==> src/rtl/qk_sequencer_pkg.sv <==
// qk_sequencer_pkg: inst encodings shared with the mac columns and the sequencer state enum
package qk_sequencer_pkg;
    localparam logic [1:0] INST_IDLE = 2'b00;
    localparam logic [1:0] INST_LOAD = 2'b01;
    localparam logic [1:0] INST_EXEC = 2'b10;
    typedef enum logic [2:0] {IDLE, CLR, LOAD, EXEC, DRAIN, DONE} state_t;
endpackage

==> src/rtl/seq_addr_gen.sv <==
// seq_addr_gen: latched base plus offset counter, giving a wrapping SRAM address that holds on stall
module seq_addr_gen #(
    parameter int addr_w = 6
) (
    input  logic              clk,
    input  logic              reset_n,
    input  logic              ld,
    input  logic [addr_w-1:0] base,
    input  logic              step,
    input  logic              stall,
    output logic [addr_w-1:0] off,
    output logic [addr_w-1:0] addr
);
    logic [addr_w-1:0] base_q;
    always_ff @(posedge clk or negedge reset_n)
        if (!reset_n) begin
            base_q <= '0;
            off    <= '0;
        end else if (ld) begin
            base_q <= base;
            off    <= '0;
        end else if (step && !stall) begin
            off <= off + 1'b1;
        end
    assign addr = base_q + off;
endmodule

==> src/rtl/qk_sequencer.sv <==
// qk_sequencer: fetches keys then queries from SRAM and issues the load/execute stream to the mac columns
module qk_sequencer
    import qk_sequencer_pkg::*;
#(
    parameter int bw     = 8,
    parameter int pr     = 8,
    parameter int col    = 8,
    parameter int addr_w = 6,
    parameter int drain  = 7
) (
    input  logic              clk,
    input  logic              reset_n,
    input  logic              start,
    input  logic [addr_w-1:0] key_base,
    input  logic [addr_w-1:0] query_base,
    input  logic [addr_w-1:0] num_q,
    input  logic              ofifo_full,
    output logic              mem_cen,
    output logic [addr_w-1:0] mem_addr,
    input  logic [pr*bw-1:0]  mem_rdata,
    output logic              arr_reset,
    output logic [1:0]        inst,
    output logic [pr*bw-1:0]  q_data,
    output logic              busy,
    output logic              done
);
    localparam int dw = $clog2(drain + 1);
    state_t state, state_nx;
    logic [addr_w-1:0] qbase_q, nq_q, off;
    logic [dw-1:0] dcnt;
    logic last_k, last_q, ld, step, stall, issue;
    assign stall  = state == EXEC && ofifo_full;
    assign issue  = state == LOAD || (state == EXEC && !ofifo_full);
    assign last_k = off == addr_w'(col - 1);
    assign last_q = off == nq_q - 1'b1;
    assign ld     = (state == IDLE && start) || (state == LOAD && last_k);
    assign step   = state == LOAD || state == EXEC;
    // key base is taken straight from the port on start; the query base was latched at the same moment
    seq_addr_gen #(.addr_w(addr_w)) u_addr (
        .clk(clk),
        .reset_n(reset_n),
        .ld(ld),
        .base(state == IDLE ? key_base : qbase_q),
        .step(step),
        .stall(stall),
        .off(off),
        .addr(mem_addr)
    );
    always_comb begin
        state_nx = IDLE;
        case (state)
            IDLE:    state_nx = start ? CLR : IDLE;
            CLR:     state_nx = LOAD;
            LOAD:    state_nx = !last_k ? LOAD : (nq_q == '0 ? DRAIN : EXEC);
            EXEC:    state_nx = (!ofifo_full && last_q) ? DRAIN : EXEC;
            DRAIN:   state_nx = dcnt == dw'(drain - 1) ? DONE : DRAIN;
            default: state_nx = IDLE;
        endcase
    end
    always_ff @(posedge clk or negedge reset_n)
        if (!reset_n) begin
            state   <= IDLE;
            qbase_q <= '0;
            nq_q    <= '0;
            dcnt    <= '0;
        end else begin
            state <= state_nx;
            if (state == IDLE && start) begin
                qbase_q <= query_base;
                nq_q    <= num_q;
            end
            dcnt <= state == DRAIN ? dcnt + 1'b1 : '0;
        end
    assign inst      = state == LOAD ? INST_LOAD : issue ? INST_EXEC : INST_IDLE;
    assign mem_cen   = !issue;
    assign arr_reset = state == CLR;
    assign busy      = state != IDLE;
    assign done      = state == DONE;
    assign q_data    = mem_rdata;
endmodule

==> config.mk <==
export PLATFORM = sky130hd
export DESIGN_NAME = qk_sequencer
export DESIGN_NICKNAME = d
export VERILOG_FILES = /design/src/rtl/qk_sequencer_pkg.sv /design/src/rtl/seq_addr_gen.sv /design/src/rtl/qk_sequencer.sv
export SDC_FILE = /design/constraint.sdc
export NUM_CORES = 1
export LEC_CHECK = 0
export CAP_MARGIN = 20
export CORE_ASPECT_RATIO = 0.6
export CORE_MARGIN = 2
export CORE_UTILIZATION = 32
export DETAILED_ROUTE_END_ITERATION = 6
export PLACE_DENSITY = 0.77
export RECOVER_POWER = 100
export SLEW_MARGIN = 5
export SYNTH_ARGS = -nofsm -noshare
export SYNTH_HDL_FRONTEND = slang
export SYNTH_SLANG_ARGS = --single-unit
==> constraint.sdc <==
create_clock -name clk -period 2 [get_ports clk]
set_clock_uncertainty 0.1 [all_clocks]
set_input_delay 0.2 -clock clk [delete_from_list [all_inputs] [get_ports clk]]
set_output_delay 0.2 -clock clk [all_outputs]
set_load 0.03 [all_outputs]
**After elaboration in Yosys (flattened, before gate mapping)**

Cells that the tools add are included.

- Shifts and indexed selects: 0
- $mul: 0
- $add $sub $neg: 4
- Equal/unequal tests: 8
- Reduce and logical (&&, ||, !) cells: 16
- $lt $le $gt $ge: 0
- Bitwise logic cells: 0
- Divide/modulo/power cells: 0
- Muxes and demuxes: 12

Operator list:

| operator | number |
|---|---|
| $mux W6 | 3 |
| $pmux W3 S5 | 1 |
| $mux W3 | 4 |
| $eq A3 B3 Y1 const B | 3 |
| $add A6 B1 Y6 const B | 1 |
| $add A6 B6 Y6 | 1 |
| $eq A3 B2 Y1 const B | 2 |
| $eq A6 B3 Y1 const B | 1 |
| $eq A6 B6 Y1 | 1 |
| $logic_and A1 B1 Y1 | 6 |
| $logic_not A6 Y1 | 1 |
| $sub A6 B1 Y6 const B | 1 |
| $mux W2 | 2 |
| $add A3 B1 Y3 const B | 1 |
| $eq A3 B1 Y1 const B | 1 |
| $logic_not A1 Y1 | 3 |
| $logic_not A3 Y1 | 1 |
| $logic_or A1 B1 Y1 | 3 |
| $reduce_bool A3 Y1 | 1 |
| $mux W1 | 2 |
| $reduce_bool A2 Y1 | 1 |

- Memories kept: 0
- Latch bits: 0
- Flip-flop bits (word level): 30
- Input bits: 86
- Bits in writable memories: 0
- ROM bits: 0
- Output and inout port bits: 76
- Logic and storage cells: 46

**Logic depth before layout (Yosys ltp)**

- Depth in word-level cells: 6
- Mapped depth: 7
- Depth with buffers taken out: 7

**Hierarchy**

From an unflattened synthesis, not the netlist that was laid out.

- Cell total of the unflattened synthesis: 234
- Area, all modules: 2307.2 µm²

By module, submodules not included:

| module | cells each | area each (µm²) | sequential area each (µm²) | times used |
|---|---|---|---|---|
| qk_sequencer | 176 | 1617.8 | 450.4 | 1 |
| seq_addr_gen | 58 | 689.4 | 300.3 | 1 |

**Worst setup path before layout**

No wires, ideal clock.

- Path type: flip-flop to output port
- Start point: register u_addr.off[0]
- End point: output mem_addr[4]
- Cell stages (with the launch flop): 8
- Setup slack: -0.069 ns
- Arrival: 1.769 ns
- Buffers on the path: 0
- Cells stage by stage: dfrtp_1 > ha_1 > inv_1 > fa_1 > inv_1 > a21o_1 > a21oi_1 > xnor2_1

- Word-level cells in the longest chain between the ends: 1

RTL lines:

| element | RTL line | RTL |
|---|---|---|
| start, declared | seq_addr_gen.sv:11 | `output logic [addr_w-1:0] off,` |
| start signal, assigned | seq_addr_gen.sv:23 | `off <= off + 1'b1;` |
| $add A6 B6 Y6 | seq_addr_gen.sv:25 | `assign addr = base_q + off;` |
| end, declared | qk_sequencer.sv:19 | `output logic [addr_w-1:0] mem_addr,` |

Every way passes these cells.

**Worst setup path in the final report**

- Start point: register u_addr.off[1]
- End point: output mem_addr[5]

The elaborated chain is that of the path after synthesis.

==> reports/metrics.csv <==
stage,metric,value,unit
sta,slew margin rel.,48.8,%
setup_path,CP bufs+invs,1,
floorplanning,site row count,23,
logic_synthesis,Synth Area in Adders,5.72,%
clocking,TritonCTS Sinks,30,
grt,GR met3 Demand/Resource,5.38,%
setup_path,crit-path leading delay family,compound AO/OA/AOI/OAI gates,
setup_path,WP data required,1.70,ns
drt,Vias,1497,
grt,GR Util met1,17.1,%
clocking,CTS tree,built,
status,status,"complete, but fails checks",
drt,Detailed Route WL,4760,um
drt,DR pass1 iterations,4,
drt,vias per cell,4.81,
setup_path,Worst path max stage delay,0.38,ns
clocking,CTS Buffer Depth,2,
finish,Layout Nets,320,
setup_path,Critical Path AT,1.87,ns
placed_design,worst slack at placement,0.0132,ns
logic_synthesis,Yosys top cell by area,dfrtp_1,
setup_path,most frequent CP cell,a21oi_2,
min_path,Worst Hold Depth,0,
floorplanning,die width,114,um
grt,first-pass GRT wire length,7460,um
finish,share of cells above drive strength 1,37.5,%
placed_design,Placer Congestion,0.838,
setup_path,R2R cell count,4,
grt,GR Layer Usage met2,15.9,%
status,violated checks,negative setup slack,
clocking,clk root buf,clkbuf_16,
setup_path,WP depth,7,
setup_path,slowest CP cell,dfrtp_1,
setup_path,worst reg2reg startpoint,state[2]$_DFF_PN0_,
pwr,Pwr Total,4.88,mW
logic_synthesis,Area contributors post-synth,"dfrtp_1 32%, buf_4 21%, mux2_2 11%, xnor2_1 4.9%, ha_1 4.9%",
clocking,H-tree Lvls,2,
job,max_cap viols,0,
logic_synthesis,flip-flop and latch count after synthesis,30,
pwr,Leak,1.17,nW
grt,largest net degree at the start of global routing,31,
finish,area growth from synthesis to layout,14.7,%
logic_synthesis,Yosys cell types,40,
drt,DRC,0,
logic_synthesis,count of yosys warnings during synthesis,0,
floorplanning,initial core utilization,33.9,%
placed_design,placed cells,293,
sta,WHS,0.300,ns
clocking,CTS Buf Count,5,
setup_path,R2R Path End,u_addr.base_q[2]$_DFFE_PN0N_,
logic_synthesis,post-synthesis sequential area ratio,32.4,%
sta,min cycle time layout,2.17,ns
logic_synthesis,most frequent cell after synthesis,buf_4,
logic_synthesis,XOR/XNOR Fraction of Synth Area,6.80,%
logic_synthesis,Commonest cells post-synth,"65 x buf_4, 30 x dfrtp_1, 22 x mux2_2",
logic_synthesis,post-synthesis async set-or-reset flop share,100,%
clocking,hold buffer count at CTS,0,
floorplanning,core box area,0.00685,mm2
logic_synthesis,mux contribution to synthesized area,12.0,%
floorplanning,Die Y,69.9,um
grt,GR peak layer,met1,
logic_synthesis,Mapped Cells,228,
setup_path,R2R Setup Slk,-0.12,ns
min_path,min-delay src,mem_rdata[21],
drt,average wire per standard cell,15.3,um
logic_synthesis,Synth Area in Simple Gates,11.1,%
sta,Final Setup Violations,13,
sta,FMAX,461,MHz
min_path,hold crit path type,input port to output pin,
sta,RSZ-0062 raised after global routing,yes,
setup_path,cell chain of the critical path,"ha_1, a21o_1, a21oi_2, o21bai_1, a21oi_2, xnor2_2, buf_6",
logic_synthesis,Compound-Gate Fraction of Synth Area,6.75,%
clocking,worst skew pair latency,0.28,ns
floorplanning,I/O pins,162,
sta,Final period util,109,%
placed_design,buffers added on ports,33,
logic_synthesis,post-synth top area share,32.4,%
drt,Antenna Nets Post-Route,0,
sta,Worst-Margin Slew,0.768,ns
floorplanning,Die Area,0.00796,mm2
drt,Iteration-0 DRC Markers,47,
setup_path,CP Launch Type,flop,
setup_path,worst-path fanout max,2,
grt,GRT Util Overall,12.1,%
min_path,hold endpoint,q_data[21],
clocking,Clock transition at path regs,0.05,ns
grt,initial antenna violation count,0,
logic_synthesis,netlist area before placement,0.00232,mm2
logic_synthesis,Syn Area/Cell,10.2,um2
sta,Final Max Tran Viols,0,
logic_synthesis,"EDFF count, synth",0,
logic_synthesis,commonest register cell after synthesis,dfrtp_1,
grt,GRT overflow,0,
sta,worst setup margin,-0.171,ns
logic_synthesis,syn_nets,324,
placed_design,HPWL Detailed,3330,um
finish,fin cells,311,
pwr,worst vdd ir,0.799,mV
setup_path,Setup CP Type,flop to output pin,
finish,Antenna Cells,0,
logic_synthesis,largest family of logic cells by synthesized area,buffers and inverters,
setup_path,kind of end point of the critical path,output pin,
pwr,Pwr Density,1840,mW/mm2
grt,vias in the first global route,1474,
sta,endpoints failing hold,0,
layer usage:
layer  vias up  part of all wire [%]  wire length, um
met5         -                     0                0
met1       736                    49             2330
li1        686                     -                -
met3        13                   6.9              330
met4         0                   1.5               73
met2        62                    43             2030
logic make-up (layout without fill, tap and decap cells):
group,after synthesis,count (layout)
buffers and inverters,81,77
and+or+nand+nor,44,44
DFF,30,30
muxes,25,25
AOI/OAI and AO/OA,20,20
xor gates and xnor gates,18,18
adders and majority gates,10,10
cell type report:
| type | instances | area [um2] |
|---|---|---|
| Clock buffer | 5 | 125 |
| Clock inverter | 2 | 10.0 |
| Fill cell | 674 | 4190 |
| Inverter | 11 | 41.3 |
| Multi-Input combinational cell | 117 | 1100 |
| Sequential cell | 30 | 751 |
| Tap cell | 87 | 109 |
| Timing Repair Buffer | 59 | 518 |
worst reg2reg max path, delay by kind of cell (launching register included):
kind                   cells  cell delay, ns
DFF                        1            0.50
buffers and inverters      1            0.27
and+or+nand+nor            1            0.51
muxes                      2            0.63
how the worst max path moves through the flow:
| stage | end | slack (ns) | startpoint |
|---|---|---|---|
| floorplan | mem_addr[5] | 0.06 | u_addr.off[1]$_DFFE_PN0P_ |
| global placement | mem_addr[5] | 0.04 | u_addr.off[1]$_DFFE_PN0P_ |
| detailed placement | state[1]$_DFF_PN0_ | 0.01 | nq_q[1]$_DFFE_PN0P_ |
| CTS | mem_addr[5] | -0.17 | u_addr.base_q[1]$_DFFE_PN0N_ |
| global route | mem_addr[5] | -0.25 | u_addr.off[1]$_DFFE_PN0P_ |
| finish | mem_addr[5] | -0.17 | u_addr.off[1]$_DFFE_PN0P_ |
through the flow:
| stage | utilization (%) | setup TNS [ns] | area [um2] |
|---|---|---|---|
| 3_3_place_gp | 34.2 | 0 | 2340 |
| 6_report | 38.8 | -0.802 | 2660 |
| 5_1_grt | 38.8 | -2.13 | 2660 |
| 4_1_cts | 37.1 | -0.295 | 2540 |
| 3_5_place_dp | 34.2 | 0 | 2340 |
| 2_1_floorplan | - | 0 | 2330 |
cell usage in the layout (no fill, tap or decap), drive strengths merged, types with 4 or more instances in the layout:
cell            n
a21oi           4
buf            29
clkbuf          9
clkdlybuf4s50  21
dfrtp          30
ha              9
inv            11
mux2           22
nand2          11
nor2           10
nor3            5
o21ai           4
xnor2          13
xor2            5
state kept, by name (all words and copies together), names as in the netlist:
| register | cells |
|---|---|
| u_addr.base_q | 6 |
| qbase_q | 6 |
| nq_q | 6 |
| dcnt | 3 |
| u_addr.off | 6 |
| state | 3 |
where the power goes:
group	internal (mW)	switching (mW)	total [mW]
Clock	0.448	0.270	0.719
Sequential	0.865	0.282	1.15
Combinational	1.51	1.50	3.02
Total	2.83	2.06	4.88
repair_timing:
item | CTS | global route
buffers inserted | 4 | 7
resized for setup | 16 | 22
cloned | 0 | 1
pin swaps | 10 | 11
setup endpoints to repair | 8 | 12
(Power assumes the default switching activity.)
